### src/rtl/ysyx_22050039_fetch_unit.sv
// ysyx_22050039_fetch_unit: RV64 fetch stage owning the PC, one outstanding
// memory request at a time, holding each instruction for decode until consumed.
module ysyx_22050039_fetch_unit #(
  parameter int XLEN = 64,
  parameter int INST_LEN = 32,
  parameter logic [XLEN-1:0] RESET_PC = 64'h8000_0000
) (
  input  logic                clk,
  input  logic                rst,
  output logic                req_valid,
  output logic [XLEN-1:0]     req_addr,
  input  logic                req_ready,
  input  logic                resp_valid,
  input  logic [INST_LEN-1:0] resp_data,
  output logic [INST_LEN-1:0] inst,
  output logic [XLEN-1:0]     inst_pc,
  output logic                inst_valid,
  input  logic                inst_ready,
  input  logic                pc_wen,
  input  logic [XLEN-1:0]     dnpc,
  output logic                fetch_err,
  output logic [XLEN-1:0]     inst_cnt
);
  typedef enum logic [2:0] {IDLE, REQ, WAIT, HOLD, FAULT} state_t;
  state_t state_q, state_d;
  logic [XLEN-1:0] pc_q, pc_d, inst_pc_q, inst_pc_d, cnt_q, cnt_d;
  logic [INST_LEN-1:0] inst_q, inst_d;
  logic err_q, err_d, kill_q, kill_d, redir;
  always_ff @(posedge clk or posedge rst) begin
    if (rst) begin
      state_q   <= IDLE;
      pc_q      <= RESET_PC;
      inst_q    <= '0;
      inst_pc_q <= RESET_PC;
      cnt_q     <= '0;
      err_q     <= 1'b0;
      kill_q    <= 1'b0;
    end else begin
      state_q   <= state_d;
      pc_q      <= pc_d;
      inst_q    <= inst_d;
      inst_pc_q <= inst_pc_d;
      cnt_q     <= cnt_d;
      err_q     <= err_d;
      kill_q    <= kill_d;
    end
  end
  assign redir = pc_wen && (state_q == REQ || state_q == WAIT || state_q == HOLD);
  always_comb begin
    state_d   = state_q;
    pc_d      = pc_q;
    inst_d    = inst_q;
    inst_pc_d = inst_pc_q;
    cnt_d     = cnt_q;
    err_d     = err_q;
    kill_d    = kill_q;
    case (state_q)
      IDLE: state_d = REQ;
      REQ: begin
        if (req_ready) begin
          state_d = WAIT;
          kill_d  = pc_wen;
        end
      end
      WAIT: begin
        if (resp_valid) begin
          kill_d  = 1'b0;
          state_d = (kill_q || pc_wen) ? REQ : HOLD;
          if (!kill_q && !pc_wen) begin
            inst_d    = resp_data;
            inst_pc_d = pc_q;
          end
        end else if (pc_wen) kill_d = 1'b1;
      end
      HOLD: begin
        if (inst_ready) begin
          cnt_d = cnt_q + XLEN'(1);
          pc_d  = pc_q + XLEN'(4);
        end
        if (inst_ready || pc_wen) state_d = REQ;
      end
      default: ;
    endcase
    // a misaligned target faults instead of redirecting, leaving pc untouched
    if (redir) begin
      pc_d = (dnpc[1:0] != 2'b00) ? pc_q : dnpc;
      if (dnpc[1:0] != 2'b00) begin
        err_d   = 1'b1;
        state_d = FAULT;
      end
    end
  end
  assign req_valid  = state_q == REQ;
  assign req_addr   = pc_q;
  assign inst_valid = state_q == HOLD;
  assign inst       = inst_q;
  assign inst_pc    = inst_pc_q;
  assign fetch_err  = err_q;
  assign inst_cnt   = cnt_q;
endmodule

### config.mk
export PLATFORM = sky130hd
export DESIGN_NAME = ysyx_22050039_fetch_unit
export DESIGN_NICKNAME = d
export VERILOG_FILES = /design/src/rtl/ysyx_22050039_fetch_unit.sv
export SDC_FILE = /design/constraint.sdc
export NUM_CORES = 1
export LEC_CHECK = 0
export ABC_AREA = 1
export CAP_MARGIN = 20
export CORE_ASPECT_RATIO = 0.7
export CORE_MARGIN = 2
export CORE_UTILIZATION = 43
export CTS_CLUSTER_DIAMETER = 200
export DETAILED_ROUTE_END_ITERATION = 10
export PLACE_DENSITY = 0.77
export SETUP_SLACK_MARGIN = 0.05
export SYNTH_ARGS = -nofsm -noshare
export SYNTH_HDL_FRONTEND = slang
export SYNTH_SLANG_ARGS = --single-unit
### constraint.sdc
create_clock -name clk -period 8.79 [get_ports clk]
set_input_delay 0.879 -clock clk [delete_from_list [all_inputs] [get_ports clk]]
set_output_delay 0.879 -clock clk [all_outputs]
set_load 0.005 [all_outputs]
==> run summary, run 1 <==
The run finished with clean final reports. The final clock skew came out at roughly 10 ps. The fraction of the yosys area taken by sequential cells is 0.466. For this block, the via count after detailed routing is 12400.

The final count of negative-setup-slack endpoints is 0. The type of the worst min-delay path is reg2reg. The die extent in x came out at slightly above 200 um. The met1 usage is 0.428. The number of detailed-routing iterations run before antenna repair came out at 5. The synthesized netlist occupies a cell area of 12300 um2. For this configuration, the core starts out at a cell density of 0.440. The count of unresolved DRC violations after routing is 0. The clock transition at the register clock pins on the worst setup and hold paths after CTS is 70 ps.

The floorplan has between 50 and 60 rows. The number of gates given a new drive strength after cts came out at 0. The number of CTS-inserted buffers came out at 24. By startpoint and endpoint, the worst setup path is classified as in2reg.

The post-synthesis sequential element count came out at between 200 and 250. The average wire per cell in the routed design came out at 18.8 um. The instance count of the mapped netlist came out at 1639.

The sum of net half-perimeters after detailed placement is 33600 um. The via count of the first global-routing pass came out at between 10000 and 15000. The hold violation total from the final report came out at 0.

The number of enable flip-flop cells after synthesis came out at 0. The first-pass GRT wire length is between 60000 and 70000 um. After clock tree synthesis, the setup repair step added 0 buffers. The number of nets in the layout came out at 2059. The synthesis warning total came out at 0. The global routing met2 resource utilization came out at 0.420. Of all flip-flops after synthesis, the portion carrying an async set or reset was 1.00. Setup repair after global routing left no endpoint under its margin. After routing, the total negative slack on setup checks comes to 0 ps.

The top achievable clock speed came out at 0.261 GHz. The core footprint came out at 28000 um2. The worst setup path is launched from a primary input. Entering global routing, the biggest net connects about 100 pins. For this block, the initial DRC count from the detailed router was 1111. The overflow left after global routing is 0.

The maximum buffer depth of the clock tree came out at 3. For the worst-skew pair, the clock arrives at the later sink with an insertion delay of 530 ps. The top flip-flop cell by instance count after synthesis is sky130_fd_sc_hd__dfrtp_1. The number of hold buffers added after CTS was 0. The detail route stage leaves a number of antenna-violating nets equal to 0. Using the TritonRoute via totals, the vias-per-cell ratio works out to 5.29. The maximum fanout along the worst path came out at 88. Once layout is complete, the utilization of the core stands at 0.596. The number of antenna diodes in the final layout is 0. The clock root buffer is sky130_fd_sc_hd__clkbuf_16. The worst-case vdd ir drop came out at 0.000100 V. The slew at the pin closest to its max-slew limit is about 1000 ps. The average cell area after synthesis came out at 7.51 um2.

The final critical delay including setup and external delays is 3830 ps. The leakage component of the power came out at between 7 and 8 nW. The data arrival time of the critical path is 4250 ps.

The number of H-tree levels came out at 1. The number of antenna violations at the first check in global routing came out at 0. The count of buffers from port buffering came out at 328. The portion of the clock cycle consumed by the worst path in the final layout came out at 0.436. The height of the chip came out at 146 um. The total I/O pin count came out at 329. The area added between synthesis and finish came out at 35.5%. Synthesis instantiated 36 different standard cells from the library.

The clock net sink count came out at 229. The die area is around 30000 um2. The fraction of final layout cells sized beyond drive strength 1 came out at 0.0569.

In the global route stage, met3 resource usage came out at 0.0802. The congestion estimate from routability-driven global placement came to between 0.9 and 1. The max-slew violation count came out at 0. For the worst setup path, the data required time is 9210 ps.

The total power divided by cell area is 132 nW/um2. TritonCTS built the clock tree. The total of max-cap violations is 0. Across every metal layer, demand over resource in global routing totals 0.289.

The worst slew slack as a fraction of its limit is 0.319. The final layout contains routed wiring with a total length of 44000 um. The nature of the critical path endpoint is a flop.

met1 is the most crowded layer. The net count of the mapped netlist is between 1500 and 2000.
[worst paths after layout]
| kind | from | slack [ps] | depth (start not counted) | end |
|---|---|---|---|---|
| max | pc_wen | 4960 | 11 | req_addr[25] |
| min | fetch_err | 470 | 1 | fetch_err |
| max reg2reg | state_q[2] | 5480 | 9 | req_addr[25] |
| min reg2reg | fetch_err | 470 | 1 | fetch_err |
| max in group asynchronous | rst | 6520 | 3 | inst_cnt[7] |
| min in group asynchronous | rst | 860 | 2 | inst_cnt[5] |
[per-stage QoR]
stage | cell area [um2] | hold WS [ps] | instances | power [mW] | setup slack, ps
floorplan | 12300 | 465 | 1639 | 1.13 | 1640
global placement | 15900 | 454 | 2299 | 1.23 | 4680
detailed placement | 15900 | 459 | 2299 | 1.23 | 4570
CTS | 16700 | 473 | 2339 | 2.22 | 5100
global route | 16700 | 487 | 2340 | 2.27 | 4720
finish | 16700 | 472 | 2340 | 2.20 | 4960
[synth_stat cells, types with 4 or more instances]
master,instances,area [um2]
sky130_fd_sc_hd__nor2_1,260,976
sky130_fd_sc_hd__o21ai_0,111,556
sky130_fd_sc_hd__nand3_1,95,475
sky130_fd_sc_hd__or2_2,4,25.0
sky130_fd_sc_hd__clkbuf_1,16,60.1
sky130_fd_sc_hd__nand3b_1,12,90.1
sky130_fd_sc_hd__nand4_1,36,225
sky130_fd_sc_hd__nor2_2,9,56.3
sky130_fd_sc_hd__nand2_1,504,1890
sky130_fd_sc_hd__dfrtp_1,227,5680
sky130_fd_sc_hd__buf_4,5,37.5
sky130_fd_sc_hd__nor3_1,24,120
sky130_fd_sc_hd__buf_2,20,100
sky130_fd_sc_hd__mux2_2,44,495
sky130_fd_sc_hd__inv_1,151,567
sky130_fd_sc_hd__xnor2_1,15,131
sky130_fd_sc_hd__o22ai_1,6,37.5
sky130_fd_sc_hd__a21oi_1,25,125
sky130_fd_sc_hd__nor2_4,5,56.3
sky130_fd_sc_hd__xor2_1,40,350
[report_power, final]
group | switching, mW | leakage (nW) | internal (mW) | total [mW]
clock network | 0.444 | 0.362 | 0.548 | 0.992
registers | 0.00996 | 2.98 | 1.07 | 1.08
logic | 0.0503 | 4.39 | 0.0794 | 0.130
total | 0.504 | 7.74 | 1.70 | 2.20
[cells in the final DEF (no fill, tap or decap), drive strengths merged, types with 12 or more instances in the layout]
cell type      netlist  layout
inv                151     151
mux2                44      44
nand2              507     507
xor2                40      40
o21ai              113     113
nand4               36      36
clkdlybuf4s50        0     328
nand3               95      95
nor2               274     274
clkbuf              16      32
nor3                25      25
nand3b              12      12
a21oi               25      25
dfrtp              227     227
xnor2               15      15
[cell families (layout without fill, tap and decap cells)]
group           after synthesis  in the layout  share of synthesized area
simple gates                958            958                      0.323
flops                       229            229                      0.466
buf+inv                     195            525                     0.0630
compound gates              156            156                     0.0667
xor+xnor                     55             55                     0.0391
mux                          44             44                     0.0402
fa+ha+maj                     2              2                    0.00203
[layer usage]
layer	part of all wire	vias to the layer above
li1	-	5872
met1	0.45	5831
met2	0.41	607
met3	0.11	69
met4	0.023	0
met5	0	-
[flip-flops by register name (all words and copies together), names as in the netlist]
signal,cells
inst_pc,64
state_q,3
inst_cnt,64
fetch_err,1
kill_q,1
inst,32
req_addr,64
[layout make-up]
class | count | area (um2)
Timing Repair Buffer | 334 | 3350
Multi-Input combinational cell | 1215 | 5830
Clock buffer | 32 | 651
Tap cell | 371 | 464
Inverter | 151 | 574
Sequential cell | 229 | 5730
Clock inverter | 8 | 80.1
Fill cell | 2487 | 11300
[worst max-delay path, cell delays in order]
cell	delay (ps)
sky130_fd_sc_hd__clkdlybuf4s50_1	530
sky130_fd_sc_hd__inv_1	90
sky130_fd_sc_hd__nor2_1	180
sky130_fd_sc_hd__o21ai_4	170
sky130_fd_sc_hd__inv_1	750
sky130_fd_sc_hd__nand2_1	320
sky130_fd_sc_hd__o21ai_4	130
sky130_fd_sc_hd__buf_4	710
sky130_fd_sc_hd__a21oi_1	90
sky130_fd_sc_hd__o21ai_0	240
sky130_fd_sc_hd__inv_1	60
No activity file was read; power rests on OpenSTA's default activity.
==> inputs of run 2 (changes only) <==
==> constraint.sdc (replaced) <==
create_clock -name clk -period 3.7 [get_ports clk]
set_input_delay 0.37 -clock clk [delete_from_list [all_inputs] [get_ports clk]]
set_output_delay 0.37 -clock clk [all_outputs]
set_load 0.005 [all_outputs]
==> run 2 against run 1 <==
- combinational power increased by 140%
- worst hold slack worse by 160 ps
- count of clock-buffer cells in the layout down 1
- worst setup slack lost 3800 ps
- via count grew 0.51%
- sequential share of layout area fell by 0.57 points
- flip-flop and latch count unchanged
- non-clock buffer count grew 5
- register-to-register slack worse by 4400 ps
- critical path type is now reg2reg
==> run summary, run 2 (synthesis gave the netlist of run 1 again) <==
The flow ran to the end, and the final reports show no timing, DRC or antenna violations. The total power divided by cell area is 335 nW/um2. The final worst slack is around 1100 ps. The portion of the clock cycle consumed by the worst path in the final layout came out at 0.698.

The clock transition at the register clock pins on the worst setup and hold paths after CTS came out at approximately 70 ps. The top achievable clock speed came out at 0.387 GHz. The library cells used most frequently in the layout, excluding fill and tap cells, are sky130_fd_sc_hd__nand2_1, sky130_fd_sc_hd__clkdlybuf4s50_1, sky130_fd_sc_hd__nor2_1.

Headroom to the max-slew limit came out at 0.285. The final layout contains 2065 nets. The post-CTS setup buffer count is 0. The number of hold-repair buffers added at the cts stage came out at 0. For this configuration, the core starts out at a cell density of 0.440. The number of antenna violations at the first check in global routing is 2. The worst setup path is launched from a flop. In this run the worst path has a maximum fanout of 52. The total of max-cap violations is 0. For the finished layout, the period the worst path requires is roughly 2600 ps. The total via count in the routed design is 12400. The setup TNS is 0 ps. Across the routed clock network, the largest skew measured is 16.1 ps. The via density per instance came out at 5.29. The maximum buffer depth of the clock tree came out at 3.

The total I/O pin count came out at 329. The count of filler cells inserted in the layout is ~2500. The number of CTS-inserted buffers is 25. The count of unresolved DRC violations after routing came out at 0.

In this run the worst hold path is classified as in2async. The core footprint came out at 28000 um2. Entering global routing, the biggest net connects 101 pins. The slew at the pin closest to its max-slew limit is 1070 ps. The nature of the critical path endpoint is a flop. Setup violations remaining at the end of the flow were counted as 0. The maximum cell stage delay along the critical path is 820 ps. The worst-case vdd ir drop came out at between 0.0003 and 0.0004 V.

The worst setup path is of the reg2reg kind. The library cell used most frequently in the layout, excluding fill and tap cells, is sky130_fd_sc_hd__nand2_1. The average wire per cell in the routed design came out at about 19 um. The floorplan step defined a die boundary enclosing 30000 um2. The area added between synthesis and finish is 37.8%.

Among all stages on the critical path, the largest delay is contributed by sky130_fd_sc_hd__o21ai_4. The clock net sink count is roughly 230. Traced cell by cell, the critical path runs through inv_1 -> nand4_1 -> buf_4 -> inv_1 -> o21ai_4 -> buf_12 -> nor2_1 -> nand2_1 -> o21ai_0. During placement, the flow inserted port buffers numbering 328. The max-slew violation count is 0. The height of the chip is 146 um. The first-pass GRT wire length came out at just under 70000 um. In this run the static leakage power is 7.86 nW. The overflow left after global routing came out at 0.

By instance count, the cell type seen most on the critical path is sky130_fd_sc_hd__inv_1. Hold timing on the final database bottoms out at a slack of 307 ps. The setup slack at placement is 848 ps. The hold violation total from the final report came out at 0.

The area of all placed cells without fillers is 17000 um2. Setup repair after global routing left no endpoint under its margin. The number of gates given a new drive strength after cts is 0. The sum of routed wire length over all layers is 44300 um. After detailed placement, the total cell area comes to 16000 um2.

For the worst setup path, the data required time is around 4000 ps. The final weighted congestion of routability-driven global placement came out at 0.960. The clock reaches the later pin of the worst-skew pair after 560 ps.

The sum of net half-perimeters after detailed placement is 34400 um. Across every metal layer, demand over resource in global routing totals 0.292. The floorplan has 51 rows.

The fraction of final layout cells sized beyond drive strength 1 is 0.0641. Data arrives at the worst endpoint at 2990 ps. The die extent in x is ~210 um. The via count of the first global-routing pass came out at roughly 12000. The first-iteration detailed-routing DRC count is 1058. The count of nets left with antenna violations once routing finished came out at 0. TritonCTS built the clock tree.

The pre-antenna-repair detailed-routing pass consisted of 5 iterations. The cell sitting at the root of the clock tree is a sky130_fd_sc_hd__clkbuf_16. The number of H-tree levels came out at 1.
==> run 2: cell types whose count changed in the layout (fill, tap and decap cells not counted), moves of 2 or more <==
cell	change
sky130_fd_sc_hd__buf_12	+6
sky130_fd_sc_hd__bufinv_16	+4
sky130_fd_sc_hd__clkbuf_1	-4
sky130_fd_sc_hd__clkinvlp_4	+4
sky130_fd_sc_hd__clkbuf_8	+2
sky130_fd_sc_hd__diode_2	+2
==> run 2: final cells by class <==
class                      instances  area, um2  share of cell area
clock inverter                    15        230              0.0136
multi-input combinational       1215       5830               0.344
inverter                         151        571              0.0336
clock buffer                      31        688              0.0406
tap                              371        464              0.0274
sequential                       229       5730               0.338
timing repair buffer             339       3440               0.203
antenna                            2       5.00            0.000295
==> run 2: worst max-delay path: cells and delay by family, from the launching register on <==
kind / cells / cell delay [ps]
AO/OA/AOI/OAI: 2 / 900
flip-flops: 1 / 410
buffers and inverters: 4 / 830
AND/OR/NAND/NOR: 3 / 220
==> run 2: per-stage QoR <==
stage / utilization / cells / power (mW)
after detailed placement: 0.573 / 2305 / 2.93
after global placement: 0.573 / 2305 / 2.93
after floorplan: - / 1639 / 2.69
after CTS: 0.605 / 2351 / 5.74
final: 0.606 / 2353 / 5.69
after global routing: 0.606 / 2353 / 5.89
==> run 2: report_power, final <==
group / total, mW / internal [mW] / leakage, nW / switching [mW]
combinational: 0.311 / 0.192 / 4.44 / 0.119
clock: 2.81 / 1.69 / 0.444 / 1.12
sequential: 2.57 / 2.55 / 2.98 / 0.0246
==> run 2: path summary, 6_finish.rpt <==
check	from	to	slack [ps]	cells past startpoint
max reg2reg	state_q[2]	req_addr[44]	1120	9
max in group asynchronous	rst	inst_pc[31]	2560	3
min	rst	inst[18]	310	2
min in group clk	resp_data[27]	inst[27]	430	2
min reg2reg	fetch_err	fetch_err	480	1
max	state_q[2]	req_addr[44]	1120	9
==> run 2: layer usage <==
metal	share of wire	global-route usage
met4	0.017	0.0564
met2	0.42	0.419
met1	0.46	0.452
met3	0.099	0.0611
met5	0	0
==> inputs of run 3 (changes only) <==
--- a/config.mk
+++ b/config.mk
@@ -12,7 +12,7 @@
 export CORE_UTILIZATION = 43
 export CTS_CLUSTER_DIAMETER = 200
 export DETAILED_ROUTE_END_ITERATION = 10
-export PLACE_DENSITY = 0.77
+export PLACE_DENSITY = 0.8
 export SETUP_SLACK_MARGIN = 0.05
 export SYNTH_ARGS = -nofsm -noshare
 export SYNTH_HDL_FRONTEND = slang
==> constraint.sdc (replaced) <==
create_clock -name clk -period 2.2 [get_ports clk]
set_input_delay 0.22 -clock clk [delete_from_list [all_inputs] [get_ports clk]]
set_output_delay 0.22 -clock clk [all_outputs]
set_load 0.005 [all_outputs]
==> run 3 against run 2 <==
- clock skew fell by 3.3 ps
- count of clock-buffer cells in the layout rose by 3
- wire length rose by 2.2%
- worst setup slack got worse by 970 ps
- highest routed layer unchanged
- largest cell class unchanged
- largest power group is now registers
==> run summary, run 3 (synthesis gave the netlist of run 1 again) <==
The number of H-tree levels is 1. The via count of the first global-routing pass came out at 12100. The die extent in x came out at 206 um.

The terminus of the critical flop-to-flop path is inst_cnt[59]. The remaining number of nets flagged by the antenna check after routing is 0. The via density per instance came out at 5.25. The number of antenna violations at the first check in global routing is 1. The clock latency on the worst-skew pair came out at 540 ps. The post-route total power is 9.01 mW. The final weighted congestion of routability-driven global placement is 0.977. The count of buffers from port buffering came out at around 330. The fraction of final layout cells sized beyond drive strength 1 is 0.0883. The hold violation total from the final report is 0. The worst hold slack is 98.7 ps. In this run the static leakage power is between 8 and 9 nW. The TritonCTS clock tree is yes. The setup TNS is 0 ps. The number of standard cells in the final layout excluding fillers came out at 2400. For this run, the total global-route usage over all layers was measured as 0.298. In this run the power density over the cells is 521 nW/um2.

The total I/O pin count came out at 329. The first-pass GRT wire length is 69300 um. The maximum buffer depth of the clock tree is 3. Timing analysis after detailed placement gives a worst setup slack of -31.5 ps.

Setup repair after global routing could not meet its margin everywhere. The worst path in the final design needs a cycle of 2050 ps, including I/O delays and setup. The first-iteration detailed-routing DRC count came out at ~1200.

The core footprint came out at 28000 um2. The worst setup path is captured at an output port. The top achievable clock speed is 0.488 GHz.

In this run, placement finished with an instance count of 2353. The maximum fanout along the worst path came out at 4. Summed over all nets, the half-perimeter wirelength after detailed placement is 35400 um. In this run the worst hold path is classified as in2async.

The final count of negative-setup-slack endpoints is 0. The data required time at the worst endpoint came out at 1980 ps. Buffers inserted to repair hold after CTS numbered 0. The data arrival time of the critical path is 1830 ps. The flop-to-flop setup slack came out at around 170 ps. The overflow left after global routing is 0.

The initial utilization of the core area, before any placement, comes to 0.440. The portion of the clock cycle consumed by the worst path in the final layout is 0.932. The worst slew slack as a fraction of its limit is 0.656. Measured on the finished design, the core utilization comes to 0.617. The worst-case IR drop observed on VDD is 0.000427 V. The clock transition at the register clock pins on the worst setup and hold paths after CTS is approximately 70 ps.

The max-slew violation count is 0. The run finished with clean final reports. The library cell used most frequently in the layout, excluding fill and tap cells, is sky130_fd_sc_hd__nand2_1. The launch instance of the worst register-to-register path is state_q[2].

STA classifies the critical path startpoint as a flop. The net count of the finished layout is 2114. The area of all placed cells without fillers is 17300 um2. The routed design has 45300 um of wire.

The total of max-cap violations came out at 0. The post-placement cell area came out at 16500 um2. In this run the vertical extent of the chip is between 100 and 150 um. The largest net degree at the start of global routing is 70. The kind of critical path is reg2out. For the pin with the worst max-slew slack, the measured transition is 515 ps. The count of unresolved DRC violations after routing is 0. The worst path meets setup with 149 ps of slack. The clock net sink count is about 230.

Dividing the detail-routed wire length by the instance count gives 18.9 um. In the layout the commonest cells are sky130_fd_sc_hd__nand2_1, sky130_fd_sc_hd__clkdlybuf4s50_1, sky130_fd_sc_hd__nor2_1. The number of detailed-routing iterations run before antenna repair came out at 6. The worst register-to-register path has a depth of 10. The final clock skew came out at 12.8 ps. Clock tree synthesis selected as its root buffer the cell sky130_fd_sc_hd__clkbuf_16. The number of CTS-inserted buffers is 24. The area added between synthesis and finish came out at 40.5%. The total via count in the routed design came out at 12600. The die area came out at between 30000 and 40000 um2. The standard-cell row count is between 50 and 60.
==> run 3: worst max-delay path by stage <==
stage	end	depth (start not counted)	slack, ps	start
3_5_place_dp	req_addr[14]	11	-30	pc_wen
2_1_floorplan	fetch_err	1	-1010	rst
4_1_cts	req_addr[50]	10	120	req_addr[3]
5_1_grt	req_addr[59]	9	10	req_addr[6]
6_report	req_valid	3	150	state_q[0]
3_3_place_gp	req_addr[14]	11	-1	pc_wen
==> run 3: layout make-up <==
cell class	count	area (um2)
well taps	371	464
flip-flops and latches	229	5740
multi-input cells	1215	5860
inverters	151	571
clock buffers	34	679
fillers	2481	10700
diodes	2	5.00
repair buffers	389	3880
clock inverters	9	104
==> run 3: metal layers <==
layer  part of all wire  global-route usage  wire (um)
met5                  0                   0          0
met4              0.021              0.0593        931
met3               0.11              0.0909       5100
met2               0.41               0.431      18700
met1               0.45               0.440      20600
==> run 3: repair_timing <==
action / 4_1_cts / 5_1_grt
buffers inserted: 0 / 2
gates resized for setup: 1 / 11
gates cloned: 0 / 0
endpoints found under the setup margin: 1 / 23
pin swaps: 0 / 1
==> run 3: where the power goes <==
part / internal (mW) / switching, mW / leakage [nW]
sequential: 4.28 / 0.0421 / 2.98
combinational: 0.325 / 0.201 / 4.72
clock: 2.39 / 1.77 / 0.379
total: 7.00 / 2.01 / 8.08
==> run 3: critical path, cell delays in order (launching register included) <==
cell	delay, ps
sky130_fd_sc_hd__dfrtp_1	450
sky130_fd_sc_hd__inv_1	110
sky130_fd_sc_hd__nor3_2	190
sky130_fd_sc_hd__clkdlybuf4s50_1	540
